--- config.mk ---
export PLATFORM = sky130hd
export DESIGN_NAME = si5340_i2c_target
export DESIGN_NICKNAME = d
export VERILOG_FILES = /design/src/rtl/si5340_i2c_target.sv
export SDC_FILE = /design/constraint.sdc
export NUM_CORES = 1
export LEC_CHECK = 0
export BUFFER_PORTS_ARGS = -buffer_cell sky130_fd_sc_hd__buf_2
export CORE_ASPECT_RATIO = 0.75
export CORE_MARGIN = 5
export CORE_UTILIZATION = 45
export CTS_CLUSTER_DIAMETER = 50
export CTS_CLUSTER_SIZE = 25
export DETAILED_ROUTE_END_ITERATION = 16
export GPL_TIMING_DRIVEN = 0
export MAX_ROUTING_LAYER = met4
export PLACE_DENSITY = 0.68
export SYNTH_ARGS = -nofsm -noshare
export SYNTH_HDL_FRONTEND = slang
export SYNTH_SLANG_ARGS = --single-unit
--- constraint.sdc ---
create_clock -name clk -period 1.7 [get_ports clk]
set_input_delay 0.085 -clock clk [delete_from_list [all_inputs] [get_ports clk]]
set_output_delay 0.085 -clock clk [all_outputs]
set_load 0.1 [all_outputs]
--- src/rtl/si5340_i2c_target.sv ---
// si5340_i2c_target: I2C target emulating the Si5340 paged register interface.
// SCL/SDA are oversampled on clk; writes leave as strobes, reads are served
// through a one-cycle-latency read port, and SDA is open-drain via sda_oe.
module si5340_i2c_target #(
  parameter logic [6:0]  SLAVE_ADDR = 7'b111_0100,
  parameter int unsigned HOLD_CYC   = 4,
  parameter logic [7:0]  PAGE_REG   = 8'h01
) (
  input  logic        clk,
  input  logic        rst,
  input  logic        scl_i,
  input  logic        sda_i,
  output logic        sda_oe,
  output logic        wr_en,
  output logic [15:0] wr_addr,
  output logic [7:0]  wr_data,
  output logic        rd_en,
  output logic [15:0] rd_addr,
  input  logic [7:0]  rd_data,
  output logic [7:0]  page,
  output logic        busy
);

  localparam int HOLD_W = (HOLD_CYC < 2) ? 2 : $clog2(HOLD_CYC + 1);
  localparam logic [HOLD_W-1:0] HOLD_LD = HOLD_W'(HOLD_CYC);

  typedef enum logic [3:0] {
    ST_IDLE,
    ST_ADDR,
    ST_ADDR_ACK,
    ST_REG,
    ST_REG_ACK,
    ST_WDATA,
    ST_WDATA_ACK,
    ST_RDATA,
    ST_RDATA_ACK,
    ST_WAIT
  } state_t;

  // Synchronizer chains: [0],[1] resynchronize, [2] is the previous sample
  logic [2:0] scl_sr_q;
  logic [2:0] sda_sr_q;

  state_t            state_q;
  logic [2:0]        bit_cnt_q;
  logic [7:0]        shift_q;
  logic              ack_ph_q;
  logic              rw_q;
  logic [7:0]        ptr_q;
  logic [7:0]        page_q;
  logic              busy_q;
  logic              wr_en_q;
  logic [15:0]       wr_addr_q;
  logic [7:0]        wr_data_q;
  logic              rd_en_q;
  logic [15:0]       rd_addr_q;
  logic              rd_cap_q;
  logic [7:0]        tx_q;
  logic              pend_q;
  logic              pend_tx_q;
  logic              pend_val_q;
  logic [HOLD_W-1:0] hold_cnt_q;
  logic              sda_oe_q;

  logic       scl_rise;
  logic       scl_fall;
  logic       sda_bit;
  logic       start_ev;
  logic       stop_ev;
  logic [7:0] byte_d;
  logic       shift_state;
  logic       sched_en;
  logic       sched_tx;
  logic       sched_val;

  // Pad sampling into clk domain
  always_ff @(posedge clk) begin
    if (rst) begin
      scl_sr_q <= 3'b111;
      sda_sr_q <= 3'b111;
    end else begin
      scl_sr_q <= {scl_sr_q[1:0], scl_i};
      sda_sr_q <= {sda_sr_q[1:0], sda_i};
    end
  end

  assign scl_rise = scl_sr_q[1] & ~scl_sr_q[2];
  assign scl_fall = ~scl_sr_q[1] & scl_sr_q[2];
  assign sda_bit  = sda_sr_q[1];
  // SCL must be high in both samples so a data change near an SCL edge is not mistaken
  assign start_ev = scl_sr_q[1] & scl_sr_q[2] & ~sda_sr_q[1] & sda_sr_q[2];
  assign stop_ev  = scl_sr_q[1] & scl_sr_q[2] & sda_sr_q[1] & ~sda_sr_q[2];
  assign byte_d   = {shift_q[6:0], sda_bit};
  assign shift_state = (state_q == ST_ADDR) || (state_q == ST_REG) || (state_q == ST_WDATA);

  // Decide on each SCL fall what SDA must become once the hold time has elapsed
  always_comb begin
    sched_en  = 1'b0;
    sched_tx  = 1'b0;
    sched_val = 1'b0;
    if (!stop_ev && !start_ev && scl_fall) begin
      case (state_q)
        ST_ADDR_ACK, ST_REG_ACK, ST_WDATA_ACK: begin
          sched_en  = 1'b1;
          sched_val = ~ack_ph_q;
          sched_tx  = ack_ph_q && (state_q == ST_ADDR_ACK) && rw_q;
        end
        ST_RDATA: begin
          sched_en = 1'b1;
          sched_tx = 1'b1;
        end
        ST_RDATA_ACK: begin
          sched_en = 1'b1;
          sched_tx = ack_ph_q;
        end
        default: ;
      endcase
    end
  end

  // Protocol FSM: phase tracking, register pointer, page and the write/read ports
  always_ff @(posedge clk) begin
    if (rst) begin
      state_q   <= ST_IDLE;
      bit_cnt_q <= 3'd0;
      ack_ph_q  <= 1'b0;
      rw_q      <= 1'b0;
      ptr_q     <= 8'h00;
      page_q    <= 8'h00;
      busy_q    <= 1'b0;
      wr_en_q   <= 1'b0;
      wr_addr_q <= 16'h0000;
      wr_data_q <= 8'h00;
      rd_en_q   <= 1'b0;
      rd_addr_q <= 16'h0000;
    end else begin
      wr_en_q <= 1'b0;
      rd_en_q <= 1'b0;
      if (stop_ev) begin
        state_q   <= ST_IDLE;
        busy_q    <= 1'b0;
        bit_cnt_q <= 3'd0;
        ack_ph_q  <= 1'b0;
      end else if (start_ev) begin
        state_q   <= ST_ADDR;
        busy_q    <= 1'b0;
        bit_cnt_q <= 3'd0;
        ack_ph_q  <= 1'b0;
      end else begin
        if (scl_rise && shift_state) begin
          shift_q   <= byte_d;
          bit_cnt_q <= bit_cnt_q + 3'd1;
        end
        case (state_q)
          ST_ADDR: begin
            if (scl_rise && bit_cnt_q == 3'd7) begin
              if (byte_d[7:1] == SLAVE_ADDR) begin
                state_q <= ST_ADDR_ACK;
                busy_q  <= 1'b1;
                rw_q    <= byte_d[0];
              end else begin
                state_q <= ST_WAIT;
              end
            end
          end
          ST_ADDR_ACK: begin
            if (scl_fall) begin
              ack_ph_q <= ~ack_ph_q;
              if (ack_ph_q) begin
                if (rw_q) begin
                  state_q   <= ST_RDATA;
                  rd_en_q   <= 1'b1;
                  rd_addr_q <= {page_q, ptr_q};
                end else begin
                  state_q <= ST_REG;
                end
              end
            end
          end
          ST_REG: begin
            if (scl_rise && bit_cnt_q == 3'd7) begin
              ptr_q   <= byte_d;
              state_q <= ST_REG_ACK;
            end
          end
          ST_REG_ACK: begin
            if (scl_fall) begin
              ack_ph_q <= ~ack_ph_q;
              if (ack_ph_q) state_q <= ST_WDATA;
            end
          end
          ST_WDATA: begin
            if (scl_rise && bit_cnt_q == 3'd7) begin
              wr_en_q   <= 1'b1;
              wr_addr_q <= {page_q, ptr_q};
              wr_data_q <= byte_d;
              if (ptr_q == PAGE_REG) page_q <= byte_d;
              state_q   <= ST_WDATA_ACK;
            end
          end
          ST_WDATA_ACK: begin
            if (scl_fall) begin
              ack_ph_q <= ~ack_ph_q;
              if (ack_ph_q) begin
                ptr_q   <= ptr_q + 8'd1;
                state_q <= ST_WDATA;
              end
            end
          end
          ST_RDATA: begin
            if (scl_rise) begin
              bit_cnt_q <= bit_cnt_q + 3'd1;
              if (bit_cnt_q == 3'd7) state_q <= ST_RDATA_ACK;
            end
          end
          ST_RDATA_ACK: begin
            if (scl_fall && !ack_ph_q) begin
              ack_ph_q <= 1'b1;
            end else if (scl_rise && ack_ph_q && sda_bit) begin
              // Master NACK ends the read; the bus stays ours to ignore
              ack_ph_q <= 1'b0;
              state_q  <= ST_WAIT;
            end else if (scl_fall && ack_ph_q) begin
              ack_ph_q  <= 1'b0;
              ptr_q     <= ptr_q + 8'd1;
              rd_en_q   <= 1'b1;
              rd_addr_q <= {page_q, ptr_q + 8'd1};
              state_q   <= ST_RDATA;
            end
          end
          default: ;
        endcase
      end
    end
  end

  // Read byte: capture rd_data one cycle after rd_en, shift on each SCL fall while sending
  always_ff @(posedge clk) begin
    if (rst) begin
      rd_cap_q <= 1'b0;
    end else begin
      rd_cap_q <= rd_en_q;
    end
    if (rd_cap_q) begin
      tx_q <= rd_data;
    end else if (scl_fall && state_q == ST_RDATA && !start_ev && !stop_ev) begin
      tx_q <= {tx_q[6:0], 1'b0};
    end
  end

  // SDA driver: changes only HOLD_CYC cycles after the SCL fall that requested it
  always_ff @(posedge clk) begin
    if (rst) begin
      pend_q     <= 1'b0;
      pend_tx_q  <= 1'b0;
      pend_val_q <= 1'b0;
      hold_cnt_q <= '0;
      sda_oe_q   <= 1'b0;
    end else if (stop_ev || start_ev) begin
      pend_q   <= 1'b0;
      sda_oe_q <= 1'b0;
    end else if (sched_en) begin
      pend_q     <= 1'b1;
      pend_tx_q  <= sched_tx;
      pend_val_q <= sched_val;
      hold_cnt_q <= HOLD_LD;
    end else if (pend_q) begin
      if (hold_cnt_q == HOLD_W'(1)) begin
        pend_q <= 1'b0;
        // With HOLD_CYC==2 the read byte lands in this same cycle, so bypass it
        if (pend_tx_q) sda_oe_q <= ~(rd_cap_q ? rd_data[7] : tx_q[7]);
        else           sda_oe_q <= pend_val_q;
      end else begin
        hold_cnt_q <= hold_cnt_q - HOLD_W'(1);
      end
    end
  end

  assign sda_oe  = sda_oe_q;
  assign wr_en   = wr_en_q;
  assign wr_addr = wr_addr_q;
  assign wr_data = wr_data_q;
  assign rd_en   = rd_en_q;
  assign rd_addr = rd_addr_q;
  assign page    = page_q;
  assign busy    = busy_q;

endmodule

After elaboration in Yosys (flattened, before gate mapping)

Cells that the tools add are included.

Input bits: 12
Register bits: 97
Output and inout bits: 52
Logic and storage cells: 195

Equality and inequality tests: 42
Add/sub/neg operators: 3
Bitwise gates (word level): 19
Reduce and logical (&&, ||, !) cells: 46
Muxes and demuxes: 62

Operators with widths:

| kind                                           | count |
|---|---|
| 2-to-1 mux 16 bit                              | 6 |
| 2-to-1 mux 8 bit                               | 8 |
| 2-to-1 mux 4 bit                               | 13 |
| case mux 16 bit (2 select lines)               | 1 |
| case mux 4 bit (7 select lines)                | 1 |
| case mux 8 bit (3 select lines)                | 1 |
| AND reduction 12 bit                           | 2 |
| 2-to-1 mux 1 bit                               | 22 |
| != test 2 bit (second input constant)          | 11 |
| 2-to-1 mux 3 bit                               | 7 |
| != test 3 bit (second input constant)          | 6 |
| AND reduction 9 bit                            | 2 |
| == test 4 x 3 -> 1 bit (second input constant) | 4 |
| logical AND 1 bit                              | 13 |
| != test 2 x 1 -> 1 bit (second input constant) | 6 |
| NOT 1 bit                                      | 12 |
| AND reduction 3 bit                            | 4 |
| AND reduction 5 bit                            | 2 |
| != test 3 x 2 -> 1 bit (second input constant) | 3 |
| adder 8 x 1 -> 8 bit (second input constant)   | 1 |
| == test 4 x 2 -> 1 bit (second input constant) | 2 |
| == test 8 x 1 -> 1 bit (second input constant) | 1 |
| != test 4 bit (second input constant)          | 2 |
| AND reduction 4 bit                            | 2 |
| 22 further kinds                               | 40 |

Logic depth before layout (Yosys ltp)

Depth after elaboration: 9
Gate-level depth with buffers: 9
Depth with buffers taken out: 7

Least setup slack after synthesis

Ideal clock, no wire load.

Path type: register -> register
Start point: register state_q[3]
End point: register page_q[5], in the netlist page[5]
Stages on the path, launching flop included: 10
Required time: 1.572 ns
Setup time: 0.128 ns
Buffers on the path: 4
Data arrival time: 1.693 ns
Setup slack: -0.120 ns
Clock period less this slack: 1.820 ns
Cells stage by stage: dfxtp_1 buf_4 nor4bb_1 buf_2 and4b_1 buf_4 and3_4 buf_8 mux2i_1 nor2_1

Longest elaborated chain between the ends: 2

Ends and longest elaborated chain:

| item                          | RTL line | text |
|---|---|---|
| start: declaration            | 44       | `state_t state_q;` |
| start signal: assignment      | 124      | `state_q <= ST_IDLE;` |
| start signal: assignment      | 140      | `state_q <= ST_IDLE;` |
| start signal: assignment      | 145      | `state_q <= ST_ADDR;` |
| == test 4 x 3 -> 1 bit        | 154      | `case (state_q)` |
| AND reduction 5 bit (no line) | -        |  |
| end signal: assignment        | 197      | `if (ptr_q == PAGE_REG) page_q <= byte_d;` |
| end: declaration              | 50       | `logic [7:0] page_q;` |

Every way passes these cells.
A chain may end at the register's enable or synchronous reset.

Worst setup path after layout

Start point: register state_q[1]
End point: register rd_addr_q[14], in the netlist rd_addr[14]

Longest elaborated chain between the ends: 3
Elaborated cells on any way between the ends: 11
Classes of those cells: eq/ne (8); mux (1); reduce/logical (2)

Ends and longest elaborated chain:

| item                                                          | RTL line | text |
|---|---|---|
| == test 4 x 2 -> 1 bit or == test 4 bit (tied branches)       | 154      |  |
| != test 2 bit (no line) or nonzero test 2 bit (tied branches) | -        |  |
| AND reduction 9 bit (no line)                                 | -        |  |
| end signal: assignment                                        | 173      | `rd_addr_q <= {page_q, ptr_q};` |
| end signal: assignment                                        | 227      | `rd_addr_q <= {page_q, ptr_q + 8'd1};` |
| end: declaration                                              | 56       | `logic [15:0] rd_addr_q;` |

Parallel ways exist; a longest one is shown, timed or not.

==> results.md <==
* Die height at 95.5 µm
* CP bufs+invs at 2
* Critical path's slowest cell: a2111o_1
* Hold Startpoint: rd_data[0]
* Synthesis-to-finish area growth at 43.5%
* CP Data Required Time at 1.91 ns
* Crit-path cells: buf_8 -> nand2b_4 -> a2111o_1 -> nor2_4 -> buf_8 -> mux2i_2 -> nor2_1
* CTS Buf Count at 9
* Nature of the critical path startpoint: flop
* Worst path max stage delay at 0.46 ns
* Slew Viols, Final at 0
* Power per cell area at 721 mW/mm²
* Most common cell after layout, fill and taps aside: dfxtp_1
* Mapped Area at 0.00438 mm²
* Prevailing post-synth register cell: dfxtp_1
* Period utilisation layout at 1.12
* Starting Density at 0.458
* Vias in the first global route at 3809
* Post-route ant nets at 0
* Clk sinks at 97
* H-tree levels at 3
* Setup TNS at -5.03 ns
* P_leak at 2.36 nW
* Filler cells at 741
* Worst Setup End Kind: flop
* Worst-Margin Slew at 0.779 ns
* Post-synth EDFFs at 15
* Clock root cell: clkbuf_16
* Worst-path maximum fanout at 6
* Total track usage at 0.226
* FP Rows at 31
* I/O pins at 64
* Port Buffers at 63
* Residual DRC at 0
* Final cell count without fillers at 721
* Clock Skew at 0.0104 ns
* Core Area at 0.00958 mm²
* Clk buf depth at 2
* Final setup viols at 44
* Die width at 124 µm
* DR pass1 iterations at 7
* Fin nets at 603
* Asr flop ratio synth at 0
* Register area share after synthesis at 0.477
* Clock transition at path regs at 0.07 ns
* Final Routed Wirelength at 13900 µm
* Number of synthesized register bits at 97
* Pin count of the biggest net entering global routing at 18
* Most area-consuming cells after synthesis: dfxtp_1 (37%), edfxtp_1 (10%), nand2_1 (5.9%)
* Antenna Cells at 0
* Grt total ovfl at 0
* Max IR drop VDD at 0.538 mV
* Final hold vios at 0
* Synth area leader: dfxtp_1
* Routed vias/inst at 5.65
* Yosys cell types at 65
* Worst setup path class: flop to flop
* CP top delay family: compound AO/OA/AOI/OAI gates
* Die Footprint at 0.0118 mm²
* Slew headroom at 0.481
* Per-cell routed wire length at 19.3 µm
* Ys Warns at 0
* Layout cells sized above 1 at 0.457
* Via count at 4076
* RSZ-0062 raised after global routing: yes
* Max-capacitance violation count at 0
* Sequential Area at 0.00211 mm²
* Clock latency on the worst-skew pair at 0.34 ns
* Worst r2r src: state_q[1]
* DP HPWL at 8120 µm
* First-pass GRT wire length at 20000 µm
* Inst Count DP at 663
* Post-synth top area share at 0.374
* Tmin final at 1.91 ns
* Area of the multi-input gates at 0.00264 mm²
* CP Data Arrival Time at 2.13 ns
* Gp weighted congestion at 0.886
* Fmax at 523 MHz
* Starting DRC count in detailed routing at 301
* Commonest non-fill, non-tap cells in the layout: dfxtp_1 (75), buf_2 (64), nand2_1 (46)
* HP Class: input pin to flop
* Syn Inst Count at 468
* Post-synth net total at 487
* Outcome: complete, but fails checks
* Final setup margin at -0.212 ns
* Failing checks: negative setup slack
* Crit-path most repeated cell: buf_8
* Synth Area per Inst at 9.37 µm²
* Worst Setup SP: state_q[1]
* Initial antenna violation count at 0
* CTS tree: done
## per-layer routing
layer | track usage | share of wire | vias up
met5 | - | 0 | -
met4 | 0.0693 | 0.024 | 0
met3 | 0.0391 | 0.080 | 32
met2 | 0.330 | 0.46 | 197
met1 | 0.318 | 0.44 | 1966
li1 | - | - | 1881
## cell usage after synthesis (2+ instances only)
cell	n
buf_2	7
ha_1	7
mux2i_1	24
nand3b_1	4
buf_6	2
nand2b_1	6
mux2_2	9
nor2b_1	3
a211oi_2	7
nor2_1	49
xnor2_1	6
xor2_1	2
nor3_1	11
nand2_1	69
and2_1	6
and4b_1	3
a21o_1	3
edfxtp_1	15
o22ai_1	2
o21bai_1	3
dfxtp_1	82
a21oi_1	39
buf_4	3
or2_2	6
a311oi_1	2
a31oi_1	5
o41ai_1	2
clkbuf_1	20
o21ai_0	9
and3_1	5
o21a_1	2
a211oi_1	7
or3_1	4
inv_1	8
o211ai_1	2
nand3_1	5
## cells by family (layout without fill, tap and decap cells)
family / count (synthesis) / after routing / share of synthesized area
and+or+nand+nor: 183 / 183 / 0.202
adders and majority gates: 7 / 7 / 0.0200
DFF: 97 / 97 / 0.477
xor gates and xnor gates: 8 / 8 / 0.0160
muxes: 33 / 33 / 0.0779
buffers and inverters: 42 / 162 / 0.0465
AOI/OAI and AO/OA: 98 / 99 / 0.160
## metrics by stage
step	instance area [µm²]	hold WS, ns	setup WS (ns)	util	power [mW]
global placement	4890	0.270	-0.538	0.511	2.49
CTS	5770	0.0294	-0.181	0.602	4.54
global route	6290	0.0400	-0.253	0.657	4.66
floorplan	4410	0.189	-0.0813	-	2.45
detailed placement	4890	0.270	-0.541	0.511	2.49
finish	6290	0.0364	-0.212	0.657	4.54
## registers in the layout, summed over array words and instances (netlist names)
signal,count
state_q,4
ptr_q,8
page,8
ack_ph_q,1
sda_oe,1
rd_en,1
bit_cnt_q,3
wr_addr,16
pend_tx_q,1
pend_q,1
scl_sr_q,3
sda_sr_q,3
pend_val_q,1
shift_q,7
hold_cnt_q,3
rw_q,1
rd_cap_q,1
wr_data,8
rd_addr,16
wr_en,1
busy,1
tx_q,8
## timing repair
item | 4_1_cts | 5_1_grt
endpoints found under the hold margin | 2 | 0
resized for setup | 85 | 104
hold buffers | 2 | 0
pin swaps | 20 | 41
setup endpoints to repair | 87 | 84
cloned | 6 | 3
buffers inserted | 22 | 17
## area by class of cell
| cell class | instances | share of cell area |
|---|---|---|
| buffer | 28 | 0.0366 |
| clock buffer | 9 | 0.0358 |
| clock inverter | 7 | 0.0121 |
| inverter | 8 | 0.00537 |
| multi-input combinational | 330 | 0.420 |
| sequential | 97 | 0.336 |
| tap | 132 | 0.0263 |
| timing repair buffer | 110 | 0.128 |
## power by group
group | leakage, nW | internal, mW | switching, mW
Combinational | 1.40 | 0.0455 | 0.0937
Sequential | 0.821 | 2.32 | 0.00998
Clock | 0.138 | 1.15 | 0.913
Total | 2.36 | 3.52 | 1.02
## final timing paths
kind | to | slack [ns] | cells after the start
setup / recovery | rd_addr[14] | -0.21 | 7
hold / removal | tx_q[0] | 0.04 | 2
setup reg to reg | rd_addr[14] | -0.21 | 7
hold reg to reg | sda_sr_q[1] | 0.41 | 1
Note: power is estimated with default switching activity, not from simulation.
